**src/rtl/bouncing_box_renderer_if.sv**
```systemverilog
// bouncing_box_renderer_if: scan coordinates in, composited colour and sprite state out.
interface bouncing_box_renderer_if;
    logic [9:0] pixel_x;
    logic [9:0] pixel_y;
    logic [7:0] bg_color;
    logic       enable;
    logic [7:0] color_out;
    logic       frame_tick;
    logic [9:0] box_x;
    logic [9:0] box_y;
    logic [7:0] bounce_count;
    modport master (
        output pixel_x, pixel_y, bg_color, enable,
        input  color_out, frame_tick, box_x, box_y, bounce_count
    );
    modport slave (
        input  pixel_x, pixel_y, bg_color, enable,
        output color_out, frame_tick, box_x, box_y, bounce_count
    );
endinterface

```
**src/rtl/bouncing_box_renderer.sv**
```systemverilog
// bouncing_box_renderer: composites a bouncing square sprite over a background colour,
// advancing the sprite once per frame as the scan leaves the last active line.
module bouncing_box_renderer #(
    parameter int         SCREEN_W  = 640,
    parameter int         SCREEN_H  = 480,
    parameter int         BOX_SIZE  = 32,
    parameter int         STEP      = 2,
    parameter int         INIT_X    = 0,
    parameter int         INIT_Y    = 0,
    parameter logic [7:0] BOX_COLOR = 8'hE0
) (
    input logic                    clk_25mhz,
    input logic                    reset,
    bouncing_box_renderer_if.slave bus
);
    localparam logic [10:0] MAX_X  = 11'(SCREEN_W - BOX_SIZE);
    localparam logic [10:0] MAX_Y  = 11'(SCREEN_H - BOX_SIZE);
    localparam logic [10:0] STP    = 11'(STEP);
    localparam logic [10:0] SZ     = 11'(BOX_SIZE);
    localparam logic [10:0] SCR_W  = 11'(SCREEN_W);
    localparam logic [10:0] SCR_H  = 11'(SCREEN_H);
    localparam logic [9:0]  LAST_Y = 10'(SCREEN_H - 1);

    logic [9:0]  r_prev_y, r_box_x, r_box_y;
    logic        r_left, r_up, r_tick;
    logic [7:0]  r_color, r_count, r_out;
    logic [10:0] w_px, w_py, w_bx, w_by;
    logic [9:0]  w_nx, w_ny;
    logic        w_boundary, w_move, w_inside, w_hit_x, w_hit_y, w_bounce;

    // 11-bit views keep box+BOX_SIZE and box+STEP from wrapping
    always_comb begin
        w_px       = {1'b0, bus.pixel_x};
        w_py       = {1'b0, bus.pixel_y};
        w_bx       = {1'b0, r_box_x};
        w_by       = {1'b0, r_box_y};
        w_boundary = (r_prev_y == LAST_Y) && (bus.pixel_y != LAST_Y);
        w_move     = w_boundary && bus.enable;
        w_inside   = (w_px >= w_bx) && (w_px < w_bx + SZ) && (w_py >= w_by) && (w_py < w_by + SZ)
                     && (w_px < SCR_W) && (w_py < SCR_H);
        w_hit_x    = r_left ? (w_bx <= STP) : (w_bx + STP >= MAX_X);
        w_hit_y    = r_up   ? (w_by <= STP) : (w_by + STP >= MAX_Y);
        w_nx       = 10'(w_hit_x ? (r_left ? 11'd0 : MAX_X) : (r_left ? w_bx - STP : w_bx + STP));
        w_ny       = 10'(w_hit_y ? (r_up   ? 11'd0 : MAX_Y) : (r_up   ? w_by - STP : w_by + STP));
        w_bounce   = w_move && (w_hit_x || w_hit_y);
    end

    always_ff @(posedge clk_25mhz) begin
        if (reset) begin
            r_prev_y <= '0;
            r_box_x  <= 10'(INIT_X);
            r_box_y  <= 10'(INIT_Y);
            r_left   <= 1'b0;
            r_up     <= 1'b0;
            r_tick   <= 1'b0;
            r_color  <= BOX_COLOR;
            r_count  <= '0;
            r_out    <= '0;
        end else begin
            r_prev_y <= bus.pixel_y;
            r_tick   <= w_boundary;
            r_out    <= w_inside ? r_color : bus.bg_color;
            if (w_move) begin
                r_box_x <= w_nx;
                r_box_y <= w_ny;
                r_left  <= r_left ^ w_hit_x;
                r_up    <= r_up ^ w_hit_y;
            end
            if (w_bounce) begin
                r_count <= r_count + 8'd1;
                r_color <= {r_color[4:0], r_color[7:5]};
            end
        end
    end

    assign bus.color_out    = r_out;
    assign bus.frame_tick   = r_tick;
    assign bus.box_x        = r_box_x;
    assign bus.box_y        = r_box_y;
    assign bus.bounce_count = r_count;
endmodule

```
**src/flat_wrapper.sv**
```systemverilog
// flat-port wrapper written by rule: the top's interface ports become plain ports
module bouncing_box_renderer_flat 
#(
    parameter int         SCREEN_W  = 640,
    parameter int         SCREEN_H  = 480,
    parameter int         BOX_SIZE  = 32,
    parameter int         STEP      = 2,
    parameter int         INIT_X    = 0,
    parameter int         INIT_Y    = 0,
    parameter logic [7:0] BOX_COLOR = 8'hE0
)
  (clk_25mhz, reset, bus_pixel_x, bus_pixel_y, bus_bg_color, bus_enable, bus_color_out, bus_frame_tick, bus_box_x, bus_box_y, bus_bounce_count);
  bouncing_box_renderer_if bus_i ();
  input logic clk_25mhz;
  input logic reset;
  input wire logic [$bits(bus_i.pixel_x)-1:0] bus_pixel_x;
  input wire logic [$bits(bus_i.pixel_y)-1:0] bus_pixel_y;
  input wire logic [$bits(bus_i.bg_color)-1:0] bus_bg_color;
  input wire logic [$bits(bus_i.enable)-1:0] bus_enable;
  output wire logic [$bits(bus_i.color_out)-1:0] bus_color_out;
  output wire logic [$bits(bus_i.frame_tick)-1:0] bus_frame_tick;
  output wire logic [$bits(bus_i.box_x)-1:0] bus_box_x;
  output wire logic [$bits(bus_i.box_y)-1:0] bus_box_y;
  output wire logic [$bits(bus_i.bounce_count)-1:0] bus_bounce_count;
  assign bus_i.pixel_x = bus_pixel_x;
  assign bus_i.pixel_y = bus_pixel_y;
  assign bus_i.bg_color = bus_bg_color;
  assign bus_i.enable = bus_enable;
  assign bus_color_out = bus_i.color_out;
  assign bus_frame_tick = bus_i.frame_tick;
  assign bus_box_x = bus_i.box_x;
  assign bus_box_y = bus_i.box_y;
  assign bus_bounce_count = bus_i.bounce_count;
  bouncing_box_renderer #(.SCREEN_W(SCREEN_W), .SCREEN_H(SCREEN_H), .BOX_SIZE(BOX_SIZE), .STEP(STEP), .INIT_X(INIT_X), .INIT_Y(INIT_Y), .BOX_COLOR(BOX_COLOR)) u_core (.clk_25mhz(clk_25mhz), .reset(reset), .bus(bus_i));
endmodule
```
**config.mk**
```make
export PLATFORM = sky130hd
export DESIGN_NAME = bouncing_box_renderer_flat
export DESIGN_NICKNAME = d
export VERILOG_FILES = /design/src/rtl/bouncing_box_renderer_if.sv /design/src/rtl/bouncing_box_renderer.sv /design/src/flat_wrapper.sv
export SDC_FILE = /design/constraint.sdc
export NUM_CORES = 1
export LEC_CHECK = 0
export CORE_UTILIZATION = 48
export DETAILED_ROUTE_END_ITERATION = 8
export HOLD_SLACK_MARGIN = 0.15
export PLACE_DENSITY_LB_ADDON = 0.25
export SETUP_SLACK_MARGIN = 0.4
export SYNTH_ARGS = -nofsm -noshare
export SYNTH_HDL_FRONTEND = slang
export SYNTH_SLANG_ARGS = --single-unit
```
**constraint.sdc**
```tcl
create_clock -name clk_25mhz -period 2.5 [get_ports clk_25mhz]
set_clock_uncertainty 0.1 [all_clocks]
set_input_delay 0.5 -clock clk_25mhz [delete_from_list [all_inputs] [get_ports clk_25mhz]]
set_output_delay 0.5 -clock clk_25mhz [all_outputs]
set_load 0.02 [all_outputs]
```
[Yosys cells after proc, flatten, opt, wreduce, memory -nomap -nowiden]
Cells that the tools add are included.
Storage, ports and cells
  word-level logic and storage cells: 48
  output and inout bits: 37
  flip-flop bits (word level): 57
Operators by class
  reduce and logical (&&, ||, !) cells: 9
  order comparisons: 10
  bitwise logic cells: 2
  multiplexer cells: 9
  add/sub/neg operators: 7
  eq/ne operators: 2
Operator list (count)
  10-bit two-way mux: 5
  10-bit by 2-bit adder with 11-bit output (second input constant): 2
  10-bit by 6-bit adder with 11-bit output (second input constant): 2
  10-bit by 11-bit less-than comparator with 1-bit output: 2
  10-bit greater-or-equal comparator: 2
  10-bit by 2-bit less-or-equal comparator with 1-bit output (second input constant): 2
  10-bit by 2-bit subtractor with 10-bit output (second input constant): 2
  11-bit by 10-bit greater-or-equal comparator with 1-bit output (second input constant): 1
  11-bit by 9-bit greater-or-equal comparator with 1-bit output (second input constant): 1
  10-bit by 9-bit equality test with 1-bit output (second input constant): 1
  10-bit less-than comparator (second input constant): 1
  10-bit by 9-bit less-than comparator with 1-bit output (second input constant): 1
  10-bit by 9-bit != test with 1-bit output (second input constant): 1
  9-bit two-way mux: 1
  8-bit by 1-bit adder with 8-bit output (second input constant): 1
  1-bit logical AND: 8
  8-bit two-way mux: 1
  1-bit two-way mux: 2
  1-bit XOR: 2
  1-bit logical OR: 1

[Longest topological paths before layout]
  depth after elaboration: 8
  gate-level depth with buffers: 14

[Worst setup path after synthesis]
Ideal clock, no wire load.
  path type: register to register
  start point: register u_core.r_box_y[5], in the netlist u_core.bus.box_y[5]
  end point: register u_core.r_count[5], in the netlist u_core.bus.bounce_count[5]
  cell stages (with the launch flop): 9
  clock period less this slack: 2796 ps
  arrival: 2573 ps
  path slack: -296 ps
  path buffers: 0
  setup time: 123 ps
  data required time: 2277 ps
  path through: dfxtp_1 -> ha_1 -> nand2_1 -> a2111oi_0 -> a21o_1 -> nor2_1 -> o41a_2 -> a2111oi_4 -> mux2_1
Between the ends
  word-level cells in the longest chain between the ends: 5
  elaborated cells between the ends (all ways): 6
  those cells by class: 1 x add/sub; 2 x order compare; 1 x mux; 2 x reduce/logical
RTL lines
  start, declared: RTL line bouncing_box_renderer.sv:24  | logic [9:0] r_prev_y, r_box_x, r_box_y;
  start signal, assigned: RTL line bouncing_box_renderer.sv:52  | r_box_y <= 10'(INIT_Y);
  start signal, assigned: RTL line bouncing_box_renderer.sv:65  | r_box_y <= w_ny;
  10-bit by 2-bit adder with 11-bit output: RTL line bouncing_box_renderer.sv:42  | w_hit_y = r_up ? (w_by <= STP) : (w_by + STP >= MAX_Y);
  11-bit by 9-bit greater-or-equal comparator with 1-bit output: RTL line bouncing_box_renderer.sv:42
  1-bit two-way mux *: RTL line bouncing_box_renderer.sv:42
  1-bit logical OR *: RTL line bouncing_box_renderer.sv:45  | w_bounce = w_move && (w_hit_x || w_hit_y);
  1-bit logical AND *: RTL line bouncing_box_renderer.sv:45
  end signal, assigned: RTL line bouncing_box_renderer.sv:70  | r_count <= r_count + 8'd1;
  end, declared: RTL line bouncing_box_renderer.sv:26  | logic [7:0] r_color, r_count, r_out;
Mark *: on every way between the ends. The rest lies on a longest branch, timed or not.
A chain may end at the register's enable or synchronous reset.

[Final worst setup path]
  start point: register u_core.r_box_y[6], in the netlist u_core.bus.box_y[6]
  end point: register u_core.r_out[1], in the netlist u_core.bus.color_out[1]
Between the ends
  word-level cells in the longest chain between the ends: 6
  elaborated cells between the ends (all ways): 8
  those cells by class: 1 x add/sub; 2 x order compare; 1 x mux; 4 x reduce/logical
RTL lines
  10-bit by 6-bit adder with 11-bit output / 10-bit greater-or-equal comparator (equally long branches): RTL line bouncing_box_renderer.sv:39  | w_inside = (w_px >= w_bx) && (w_px < w_bx + SZ) && (w_py >= w_by) && (w_py < w_by + SZ)
  10-bit by 11-bit less-than comparator with 1-bit output / 1-bit logical AND (equally long branches): RTL line bouncing_box_renderer.sv:39
  1-bit logical AND *: RTL line bouncing_box_renderer.sv:39
  1-bit logical AND * (2 in series): RTL line bouncing_box_renderer.sv:40  | && (w_px < SCR_W) && (w_py < SCR_H);
  8-bit two-way mux *: RTL line bouncing_box_renderer.sv:62  | r_out <= w_inside ? r_color : bus.bg_color;
  end signal, assigned: RTL line bouncing_box_renderer.sv:62
  end, declared: RTL line bouncing_box_renderer.sv:26
Marks and branches as above.

==> impl_metrics.yaml <==
place:
  place_ws_ns: -0.335
  io_buffers: 64
  place_hpwl_um: 7990
  placedCellCount: 681
  routabilityCongestion: 0.900
outcome:
  outcome: "finished, violations left"
  violations: "setup timing"
logic_synthesis:
  synth_edf_count: 0
  syn_area_mm2: 0.00380
  synthTopCellsByArea: "dfxtp_1 (29%), ha_1 (13%), mux2i_1 (5.0%), nor2_1 (4.8%), nand2_1 (3.9%)"
  yosysWarnings: 0
  synth_cell_types: 59
  ys_seq_area_share_pct: 29.0
  synth_cells: 463
  yosys.area.top_type: "dfxtp_1"
  ys.flop_type: "dfxtp_1"
  synth_top_area_share_pct: 29.0
  ys_ff_latch: 55
  synth_area_per_cell_um2: 8.20
  async_flop_share_pct: 0
  synthTopCellsByCount: "dfxtp_1 (55), nor2_1 (49), ha_1 (39), nand2_1 (39), a21oi_1 (29)"
  synth_most_common_cell: "dfxtp_1"
detailed_routing:
  drc_errors: 0
  drt-total-wl_um: 11700
  routed_via_density: 5.68
  drtIter0Drc: 175
  antenna_left: 0
  post_drt_wl_per_cell_um: 16.5
  vias: 4021
  dr.pass1.iters: 4
power_and_ir_drop:
  p_comb_share_pct: 24.8
  clockPowerShare_pct: 28.1
  intPower_uw: 1340
  totalPowerFinal_uw: 1940
  power_switching_uw: 597
  power_switching_share_pct: 30.8
  p_per_area_mw_per_mm2: 332
  power_leakage_uw: 0.00241
  ir_worst_vdd_mv: 0.240
  seqPwrFrac_pct: 47.1
timing:
  fin_tns_setup_ns: -0.286
  rsz0062_at_grt: "yes"
  finalHoldViolCount: 0
  tightest_slew_ns: 0.573
  clock.fmax_ghz: 0.394
  finalSetupViolations: 14
  postLayoutSetupSlackWorst_ns: -0.0391
  drv_slew: 0
  relSlewSlack_pct: 61.8
  post-route-period-util_pct: 102
  min_period_ns: 2.54
cells_and_area:
  fillCellCount: 561
  stdcell_count: 708
  syn2layout_area_growth_pct: 53.6
  multi_input_area_mm2: 0.00288
  layout-drive-gt1-share_pct: 32.2
  finalNetCount: 675
  regArea_mm2: 0.00115
  diodes: 0
die:
  dieArea_mm2: 0.00827
  start_util_pct: 49.4
  coreArea_mm2: 0.00769
  rows: 32
  die_height_um: 91.0
  boundaryPins: 68
  fp.dieW_um: 91.0
clock_network:
  cts_root_buf: "clkbuf_8"
  cts.sinks: 55
  htreeDepth: 2
  tritoncts: "done"
  ctsHoldBuffers: 0
  clockBufferDepth: 2
  path_clk_slew_ns: 0.12
  cts_buffers: 5
  clk_latency_ns: 0.32
grt:
  first_global_vias: 3855
  grt_max_degree: 34
  grt_antenna_before_repair: 0
  grt_pass1_wl_um: 18100
  grt_overflow: 0
  globalRouteTotalUtil_pct: 26.9
min_path:
  min_path_type: "reg2reg"
critical_path:
  worstPathCellList: "inv_2 > nor2_4 > nand2_4 > xnor2_2 > ha_1 > nand2_1 > nor3b_2 > a211o_1 > o221ai_2 > nand4b_1 > buf_12 > mux2i_1 > nor2_1"
  cpPeakStageDelay_ns: 0.40
  critPathArrivalTime_ns: 2.66
  critPathCaptureType: "flop"
  crit_path_top_delay_cell: "dfxtp_4"
  crit_type: "reg2reg"
  start_kind: "flop"
  crit_family: "simple AND/OR/NAND/NOR gates"
  critPathBufInv: 2
  cp.required_ns: 2.63
  cp_max_fo: 8
job:
  drv_cap: 0
metrics by stage:
step,hold WS [ns],area [um2],utilization (%)
finish,0.406,5830,75.9
global route,0.428,5830,75.9
CTS,0.406,5590,72.7
detailed placement,0.390,5130,66.8
global placement,0.377,5130,66.8
floorplan,0.361,3950,-
area by class of cell:
type | count | area share [%]
tap | 102 | 2.19
clock inverter | 3 | 0.472
timing repair buffer | 161 | 25.5
multi-input combinational | 359 | 49.4
inverter | 23 | 1.48
clock buffer | 5 | 1.18
sequential | 55 | 19.7
worst min-delay path, stage by stage, from the launching register on:
cell	delay, ns
dfxtp_1	0.34
nand2b_1	0.07
mux2i_1	0.06
routing by layer:
metal / GRT usage (%) / wire length, um / vias up
met5: 0 / 0 / -
met4: 8.47 / 278 / 0
met3: 3.18 / 531 / 27
met2: 48.5 / 5980 / 146
met1: 33.1 / 4880 / 1902
li1: - / - / 1946
worst paths after layout:
kind	startpoint	end	slack, ns	cells after the start
setup / recovery	u_core.bus.box_y[6]	u_core.bus.color_out[1]	-0.04	13
hold / removal	u_core.r_color[4]	u_core.r_color[4]	0.41	2
setup reg to reg	u_core.bus.box_y[6]	u_core.bus.color_out[1]	-0.04	13
hold reg to reg	u_core.r_color[4]	u_core.r_color[4]	0.41	2
registers in the layout, summed over array words and instances (netlist names):
name                     cells
u_core.bus.frame_tick        1
u_core.r_up                  1
u_core.bus.box_x             9
u_core.bus.box_y             9
u_core.r_prev_y             10
u_core.r_color               8
u_core.r_left                1
u_core.bus.color_out         8
u_core.bus.bounce_count      8
layout by cell type, fill, tap and decap left out, types with 11 or more instances in the layout:
cell | synthesis | routed
a21oi_1 | 29 | 19
nand2_1 | 39 | 35
nand3_1 | 25 | 16
buf_4 | 6 | 81
mux2i_1 | 19 | 18
nor2b_1 | 19 | 19
nor2_1 | 49 | 44
clkdlybuf4s50_1 | 0 | 48
dfxtp_4 | 0 | 12
o21ai_0 | 16 | 12
inv_1 | 20 | 18
dfxtp_1 | 55 | 39
ha_1 | 39 | 34
nor3_1 | 14 | 14
buf_6 | 3 | 11
kinds of logic (layout without fill, tap and decap cells):
family | after synthesis | count (layout) | synth area share, %
fa+ha+maj | 39 | 39 | 12.8
simple gates | 188 | 188 | 24.7
xor+xnor | 10 | 10 | 2.31
flops | 55 | 55 | 29.0
other cells | 1 | 2 | 0.0987
mux | 26 | 26 | 7.18
compound gates | 94 | 94 | 17.7
buf+inv | 50 | 192 | 6.19
power by group through the flow:
stage	Combinational, uW	Clock (uW)	Sequential [uW]
3_3_place_gp	380	0	934
5_1_grt	515	593	917
4_1_cts	437	549	913
6_report	480	545	914
2_1_floorplan	185	0	962
3_5_place_dp	397	0	935
what timing repair did:
item                       CTS  global route
gates resized for setup     56            47
pin swaps                   25            23
setup endpoints to repair   45            49
cloned                       2             0
buffers inserted            12             5
No activity file was read; power rests on OpenSTA's default activity.
